$ cat config.mk
export PLATFORM = sky130hd
export DESIGN_NAME = alu_reg_flat
export DESIGN_NICKNAME = d
export VERILOG_FILES = /design/src/rtl/alu_reg_if.sv /design/src/rtl/alu_reg.sv /design/src/flat_wrapper.sv
export SDC_FILE = /design/constraint.sdc
export NUM_CORES = 1
export LEC_CHECK = 0
export CORE_MARGIN = 8
export CORE_UTILIZATION = 30
export CTS_CLUSTER_DIAMETER = 40
export DETAILED_ROUTE_END_ITERATION = 8
export GPL_TIMING_DRIVEN = 0
export HOLD_SLACK_MARGIN = 0.08
export MAX_ROUTING_LAYER = met4
export PLACE_DENSITY = 0.59
export SYNTH_ARGS = -nofsm -noshare
export SYNTH_HDL_FRONTEND = slang
export SYNTH_SLANG_ARGS = --single-unit
$ cat constraint.sdc
create_clock -name clk -period 2.92 [get_ports clk]
set_input_delay 0.438 -clock clk [delete_from_list [all_inputs] [get_ports clk]]
set_output_delay 0.438 -clock clk [all_outputs]
set_load 0.02 [all_outputs]
$ cat src/rtl/alu_reg_if.sv
// Operand/result bundle for the registered ALU.
// The master drives the operands and the operation select. The slave returns the registered result.
interface alu_reg_if #(
    parameter int WIDTH = 32
);
    logic [WIDTH-1:0] A;
    logic [WIDTH-1:0] B;
    logic [5:0]       ALUFun;
    logic             Sign;
    logic [WIDTH-1:0] S;

    modport master (output A, output B, output ALUFun, output Sign, input  S);
    modport slave  (input  A, input  B, input  ALUFun, input  Sign, output S);
endinterface

$ cat src/rtl/alu_reg.sv
// MIPS-style integer ALU with a single output register.
// ALUFun[5:4] selects the operation group: add/sub, logic, shift or compare.
// The result is loaded every clock and cleared by a synchronous active-low reset.
module alu_reg #(
    parameter int WIDTH = 32
) (
    input  logic       clk,
    input  logic       reset,
    alu_reg_if.slave   bus
);
    localparam int SH_W = $clog2(WIDTH);

    logic [WIDTH-1:0] arith_res;
    logic [WIDTH-1:0] logic_res;
    logic [WIDTH-1:0] shift_res;
    logic             cmp_flag;
    logic [WIDTH-1:0] s_d;
    logic [WIDTH-1:0] s_q;
    logic [SH_W-1:0]  sh;
    logic             a_neg;
    logic             a_zero;
    logic             lt;

    // Add/sub group: wraps modulo 2^WIDTH and never traps on overflow.
    always_comb begin
        arith_res = bus.ALUFun[0] ? (bus.A - bus.B) : (bus.A + bus.B);
    end

    // Logic group: only the listed codes are defined, and every other code yields zero.
    always_comb begin
        logic_res = '0;
        case (bus.ALUFun[3:0])
            4'b1000: logic_res = bus.A & bus.B;
            4'b1110: logic_res = bus.A | bus.B;
            4'b0110: logic_res = bus.A ^ bus.B;
            4'b0001: logic_res = ~(bus.A | bus.B);
            4'b1010: logic_res = bus.A;
            default: logic_res = '0;
        endcase
    end

    // Shift group: B is shifted by the low bits of A, and the upper bits of A are ignored.
    always_comb begin
        sh        = bus.A[SH_W-1:0];
        shift_res = '0;
        case (bus.ALUFun[1:0])
            2'b00:   shift_res = bus.B << sh;
            2'b01:   shift_res = bus.B >> sh;
            2'b11:   shift_res = WIDTH'($signed(bus.B) >>> sh);
            default: shift_res = '0;
        endcase
    end

    // Compare group: LT honours Sign, while the compare-with-zero codes always treat A as signed.
    always_comb begin
        a_neg    = bus.A[WIDTH-1];
        a_zero   = (bus.A == '0);
        lt       = bus.Sign ? ($signed(bus.A) < $signed(bus.B)) : (bus.A < bus.B);
        cmp_flag = 1'b0;
        case (bus.ALUFun[3:1])
            3'b001:  cmp_flag = (bus.A == bus.B);
            3'b000:  cmp_flag = (bus.A != bus.B);
            3'b010:  cmp_flag = lt;
            3'b110:  cmp_flag = a_neg | a_zero;
            3'b101:  cmp_flag = a_neg;
            3'b111:  cmp_flag = ~a_neg & ~a_zero;
            default: cmp_flag = 1'b0;
        endcase
    end

    // Group select, which produces the next value of the result register.
    always_comb begin
        s_d = '0;
        case (bus.ALUFun[5:4])
            2'b00:   s_d = arith_res;
            2'b01:   s_d = logic_res;
            2'b10:   s_d = shift_res;
            default: s_d = {{(WIDTH-1){1'b0}}, cmp_flag};
        endcase
    end

    // Result register: reset has priority over any operation in flight.
    always_ff @(posedge clk) begin
        if (!reset) s_q <= '0;
        else        s_q <= s_d;
    end

    assign bus.S = s_q;
endmodule

$ cat src/flat_wrapper.sv
// flat-port wrapper written by rule: the top's interface ports become plain ports
module alu_reg_flat 
#(
    parameter int WIDTH = 32
)
  (clk, reset, bus_A, bus_B, bus_ALUFun, bus_Sign, bus_S);
  alu_reg_if #(.WIDTH(WIDTH)) bus_i ();
  input  logic clk;
  input  logic reset;
  input wire logic [$bits(bus_i.A)-1:0] bus_A;
  input wire logic [$bits(bus_i.B)-1:0] bus_B;
  input wire logic [$bits(bus_i.ALUFun)-1:0] bus_ALUFun;
  input wire logic [$bits(bus_i.Sign)-1:0] bus_Sign;
  output wire logic [$bits(bus_i.S)-1:0] bus_S;
  assign bus_i.A = bus_A;
  assign bus_i.B = bus_B;
  assign bus_i.ALUFun = bus_ALUFun;
  assign bus_i.Sign = bus_Sign;
  assign bus_S = bus_i.S;
  alu_reg #(.WIDTH(WIDTH)) u_core (.clk(clk), .reset(reset), .bus(bus_i));
endmodule
======== Word-level counts from Yosys, hierarchy flattened ========
Index checks and enable logic that the tools add are counted.
word-level totals
  logic and storage cells ................. 42
  flip-flop bits (word level) ............. 32
  bits of input ports ..................... 73
operators by class
  bitwise operators ....................... 8
  add/subtract/negate cells ............... 2
  reduce and logical (&&, ||, !) cells .... 4
  mux-type cells .......................... 6
  eq/ne operators ......................... 16
  order comparisons ....................... 2
  shift-type cells ........................ 3
operators by type and width
  operator              number
  $pmux W32 S3          2
  $pmux W32 S5          1
  $lt A32 B32 Y1        2
  $add A32 B32 Y32      1
  $and A32 B32 Y32      1
  $eq A32 B32 Y1        1
  $logic_not A32 Y1     1
  $mux W32              1
  $ne A32 B32 Y1        1
  $not A32 Y32          1
  $or A32 B32 Y32       1
  $shl A32 B5 Y32       1
  $shr A32 B5 Y32       1
  $sshr A32 B5 Y32      1
  $sub A32 B32 Y32      1
  $xor A32 B32 Y32      1
  $eq A4 B4 Y1 const B  3
  $eq A3 B3 Y1 const B  3
  $pmux W1 S6           1
  $eq A2 B1 Y1 const B  2
  $eq A2 B2 Y1 const B  2
  $eq A4 B1 Y1 const B  1
  $eq A4 B3 Y1 const B  1
  $logic_not A2 Y1      2
  7 further kinds       8

======== Depth between registers and ports, before layout ========
  depth after elaboration ................. 5
  mapped depth ............................ 16

======== Worst setup path before layout ========
Ideal clock, no wire load.
  kind .................................... input to register
  start point ............................. input port bus_A[2]
  end point ............................... register u_core.s_q[23], in the netlist u_core.bus.S[23]
  slack ................................... -0.256 ns
  arrival time ............................ 3.042 ns
  stages on the path ...................... 15
  buffers on the path ..................... 4
  library setup time ...................... 0.134 ns
  path through ............................ buf_2 -> inv_2 -> clkbuf_8 -> buf_2 -> ha_1 -> buf_2 -> inv_1 -> o221ai_2 -> a311oi_2 -> o31ai_2 -> o211a_1 -> a2111oi_4 -> o22ai_2 -> xnor2_1 -> o22ai_1
on the way
  word-level cells in the longest chain between the ends .. 3
  elaborated cells between the ends (all ways) .. 8
ends and longest elaborated chain
  item                                            line                          RTL
  from (decl)                                     flat_wrapper.sv:10            input wire logic [$bits(bus_i.A)-1:0] bus_A;
  $add A32 B32 Y32, or another cell as far along  alu_reg.sv:26                 arith_res = bus.ALUFun[0] ? (bus.A - bus.B) : (bus.A + bus.B);
  $mux W32 or $pmux W32 S3 (tied branches)        alu_reg.sv:26, alu_reg.sv:46
  $pmux W32 S3 (*)                                alu_reg.sv:74                 case (bus.ALUFun[5:4])
  to (signal assigned)                            alu_reg.sv:84                 if (!reset) s_q <= '0;
  to (signal assigned)                            alu_reg.sv:85                 else s_q <= s_d;
  to (decl)                                       alu_reg.sv:18                 logic [WIDTH-1:0] s_q;
Every way passes the cells marked *; elsewhere a longest branch is shown, timed or not.
A chain may end at the register's enable or synchronous reset.

======== Worst setup path in the final report ========
  start point ............................. input port bus_ALUFun[0]
  end point ............................... register u_core.s_q[22], in the netlist u_core.bus.S[22]
on the way
  word-level cells in the longest chain between the ends .. 3
  elaborated cells between the ends (all ways) .. 12
ends and longest elaborated chain
  item                                          line                          RTL
  from (decl)                                   flat_wrapper.sv:12            input wire logic [$bits(bus_i.ALUFun)-1:0] bus_ALUFun;
  $eq A4 B4 Y1, or another cell as far along    alu_reg.sv:32                 case (bus.ALUFun[3:0])
  $pmux W32 S5 or $pmux W32 S3 (tied branches)  alu_reg.sv:32, alu_reg.sv:46
  $pmux W32 S3 (*)                              alu_reg.sv:74
Marked as above.

==> run summary <==
Outcome -> complete, but fails checks
Failing checks -> setup timing
Register Area -> 641 sq um
First-pass GRT wire length -> 90.7 mm
Layout fillers -> 3534
Pwr Density -> 280 nW/um^2
Overall routed net length -> 62.8 mm
Most common cell after layout, fill and taps aside -> a21oi_1
H-tree depth -> 2
Final Hold Viols -> 0
Share of post-route cells with drive strength above 1 -> 29.0%
Worst-path clk slew -> 70 ps
Syn_nets -> 1572
CP required -> 3140 ps
Most frequent cells in the layout -> a21oi_1 (152), nor2_1 (141), nand2_1 (107), buf_4 (79), inv_1 (76)
Simple-Gate Fraction of Synth Area -> 16.5%
Gpl congestion -> 1.03
Core area -> 34300 sq um
Synth Area in XOR/XNOR -> 2.44%
Max reg flops -> 32
Clock root cell -> clkbuf_16
# DRC -> 0
Post-synth EDFFs -> 0
Critical Path Start Type -> input port
Largest net degree at the start of global routing -> 12
Fmax -> 340 MHz
Sequential-to-total area share from yosys stat -> 6.17%
Setup ws final -> -20.9 ps
Post-Synth Adder-Cell Area -> 11.9%
Final setup fails -> 5
CP Capture Type -> register
Slew HR -> 34.3%
Iteration count of the initial detailed-routing pass -> 6
Mapped Area -> 10400 sq um
Final Cycle Share -> 101%
Worst Max-Slew Pin Slew -> 982 ps
Peak VDD IR -> 212 uV
Crit Path Max Fanout -> 10
Final HPWL DP -> 48.9 mm
FP Rows -> 68
Max Slew Vio Count -> 0
Total power -> 3840 uW
Lkg Pwr -> 0.00541 uW
Hold Crit Class -> in2reg
Post-synthesis mux area share -> 19.1%
Final Util -> 40.1%
I/O pin total -> 105
DRT antenna net count -> 0
Synth Area per Inst -> 7.42 sq um
Compound-Gate Fraction of Synth Area -> 33.4%
Unique masters post-synth -> 96
RSZ-0062 raised after global routing -> true
Worst path max stage delay -> 630 ps
Via/cell ratio -> 6.62
Syn Inst Count -> 1401
Chip height -> 202 um
Crit path cell chain -> clkdlybuf4s50_1 > clkbuf_2 > buf_4 > buf_2 > nand2_1 > a31oi_2 > o21ai_0 > o21ai_1
Port Buffers -> 101
Number of CTS-inserted buffers -> 5
Min Tclk post-route -> 2940 ps
Synthesis-to-layout area growth -> 32.2%
Arrival time worst endpoint -> 3160 ps
Largest family of logic cells by synthesized area -> compound AO/OA/AOI/OAI gates
CTS max path bufs -> 2
TritonCTS clock tree -> done
Clock Sinks -> 32
Slowest stage cell, crit path -> clkdlybuf4s50_1
#FFs+latches synth -> 32
Starting Density -> 30.3%
WL/cell -> 31.3 um
Ys async rst share -> 0%
Main synth FF type -> dfxtp_1
Antenna violations before repair -> 2
Hold_buf cts -> 0
Final nets -> 1723
Total track usage -> 30.3%
Vias in the first global route -> 12.7k
Synth warn -> 0
Via Count -> 13.3k
Die X -> 202 um
1st-iter DRT viols -> 2131
Grt ovf -> 0
Die area -> 40800 sq um
Area of the multi-input gates -> 9750 sq um
Max-Cap Viols -> 0
Setup_tns -> -35.4 ps
Crit path kind -> in2reg
-- area by class of cell --
class / instances / share of cell area [%]
diodes: 2 / 0.0364
plain buffers: 108 / 6.03
clock buffers: 5 / 0.911
clock inverters: 3 / 0.310
inverters: 99 / 3.21
multi-input cells: 1151 / 70.9
flip-flops and latches: 32 / 4.66
well taps: 455 / 4.14
repair buffers: 155 / 9.77
-- cell usage after synthesis, types with 23 or more instances --
cell type / number / share of area [%]
o211ai_1: 23 / 1.7
dfxtp_1: 32 / 6.2
a21oi_1: 178 / 8.6
o21ai_0: 84 / 4.0
nor2_1: 152 / 5.5
xnor2_1: 25 / 2.1
clkbuf_1: 52 / 1.9
nand2_1: 109 / 3.9
a211oi_1: 23 / 1.7
a222oi_1: 28 / 2.7
mux4_2: 43 / 9.3
mux2i_1: 53 / 5.1
inv_1: 93 / 3.4
ha_1: 96 / 12
buf_2: 31 / 1.5
-- per-stage QoR --
step,setup WS [ps],hold slack [ps],area [sq um],std cells
6_report,-20.9,533,13700,2010
5_1_grt,-41.6,553,13700,2010
3_3_place_gp,-1810,825,12000,1957
4_1_cts,-86.7,520,13300,1998
3_5_place_dp,-1700,833,12000,1957
2_1_floorplan,12.8,571,10400,1401
-- per-layer routing --
layer / track usage [%] / up-vias / share of wire [%]
li1: - / 5557 / -
met1: 40.2 / 6448 / 41
met2: 45.4 / 1088 / 43
met3: 6.36 / 213 / 12
met4: 9.95 / 0 / 4.7
met5: - / - / 0
-- final timing paths --
check | endpoint | slack (ps) | cells past startpoint | start
min | u_core.bus.S[0]$_SDFF_PN0_ | 530 | 3 | bus_ALUFun[4]
max | u_core.bus.S[22]$_SDFF_PN0_ | -20 | 8 | bus_ALUFun[0]
-- kinds of logic (layout without fill, tap and decap cells) --
kind of cell    count (synthesis)  in the layout
other cells                     0              2
simple gates                  380            380
flops                          32             32
buf+inv                       218            370
xor+xnor                       29             29
fa+ha+maj                      98             98
mux                           122            122
compound gates                522            522
-- worst max-delay path, delay by kind of cell --
family | cells | cell delay, ps
buffers and inverters | 4 | 1770
AO/OA/AOI/OAI | 3 | 650
AND/OR/NAND/NOR | 1 | 270
-- power by group --
part | total (uW) | switching (uW) | internal, uW
sequential | 470 | 7.39 | 463
clock | 645 | 243 | 402
combinational | 2730 | 1700 | 1030
-- timing repair --
item                       4_1_cts  5_1_grt
pin swaps                       49       54
resized for setup              415      204
setup endpoints to repair       32       31
setup buffers                   38       17
Power figures use the tool's default switching activity.
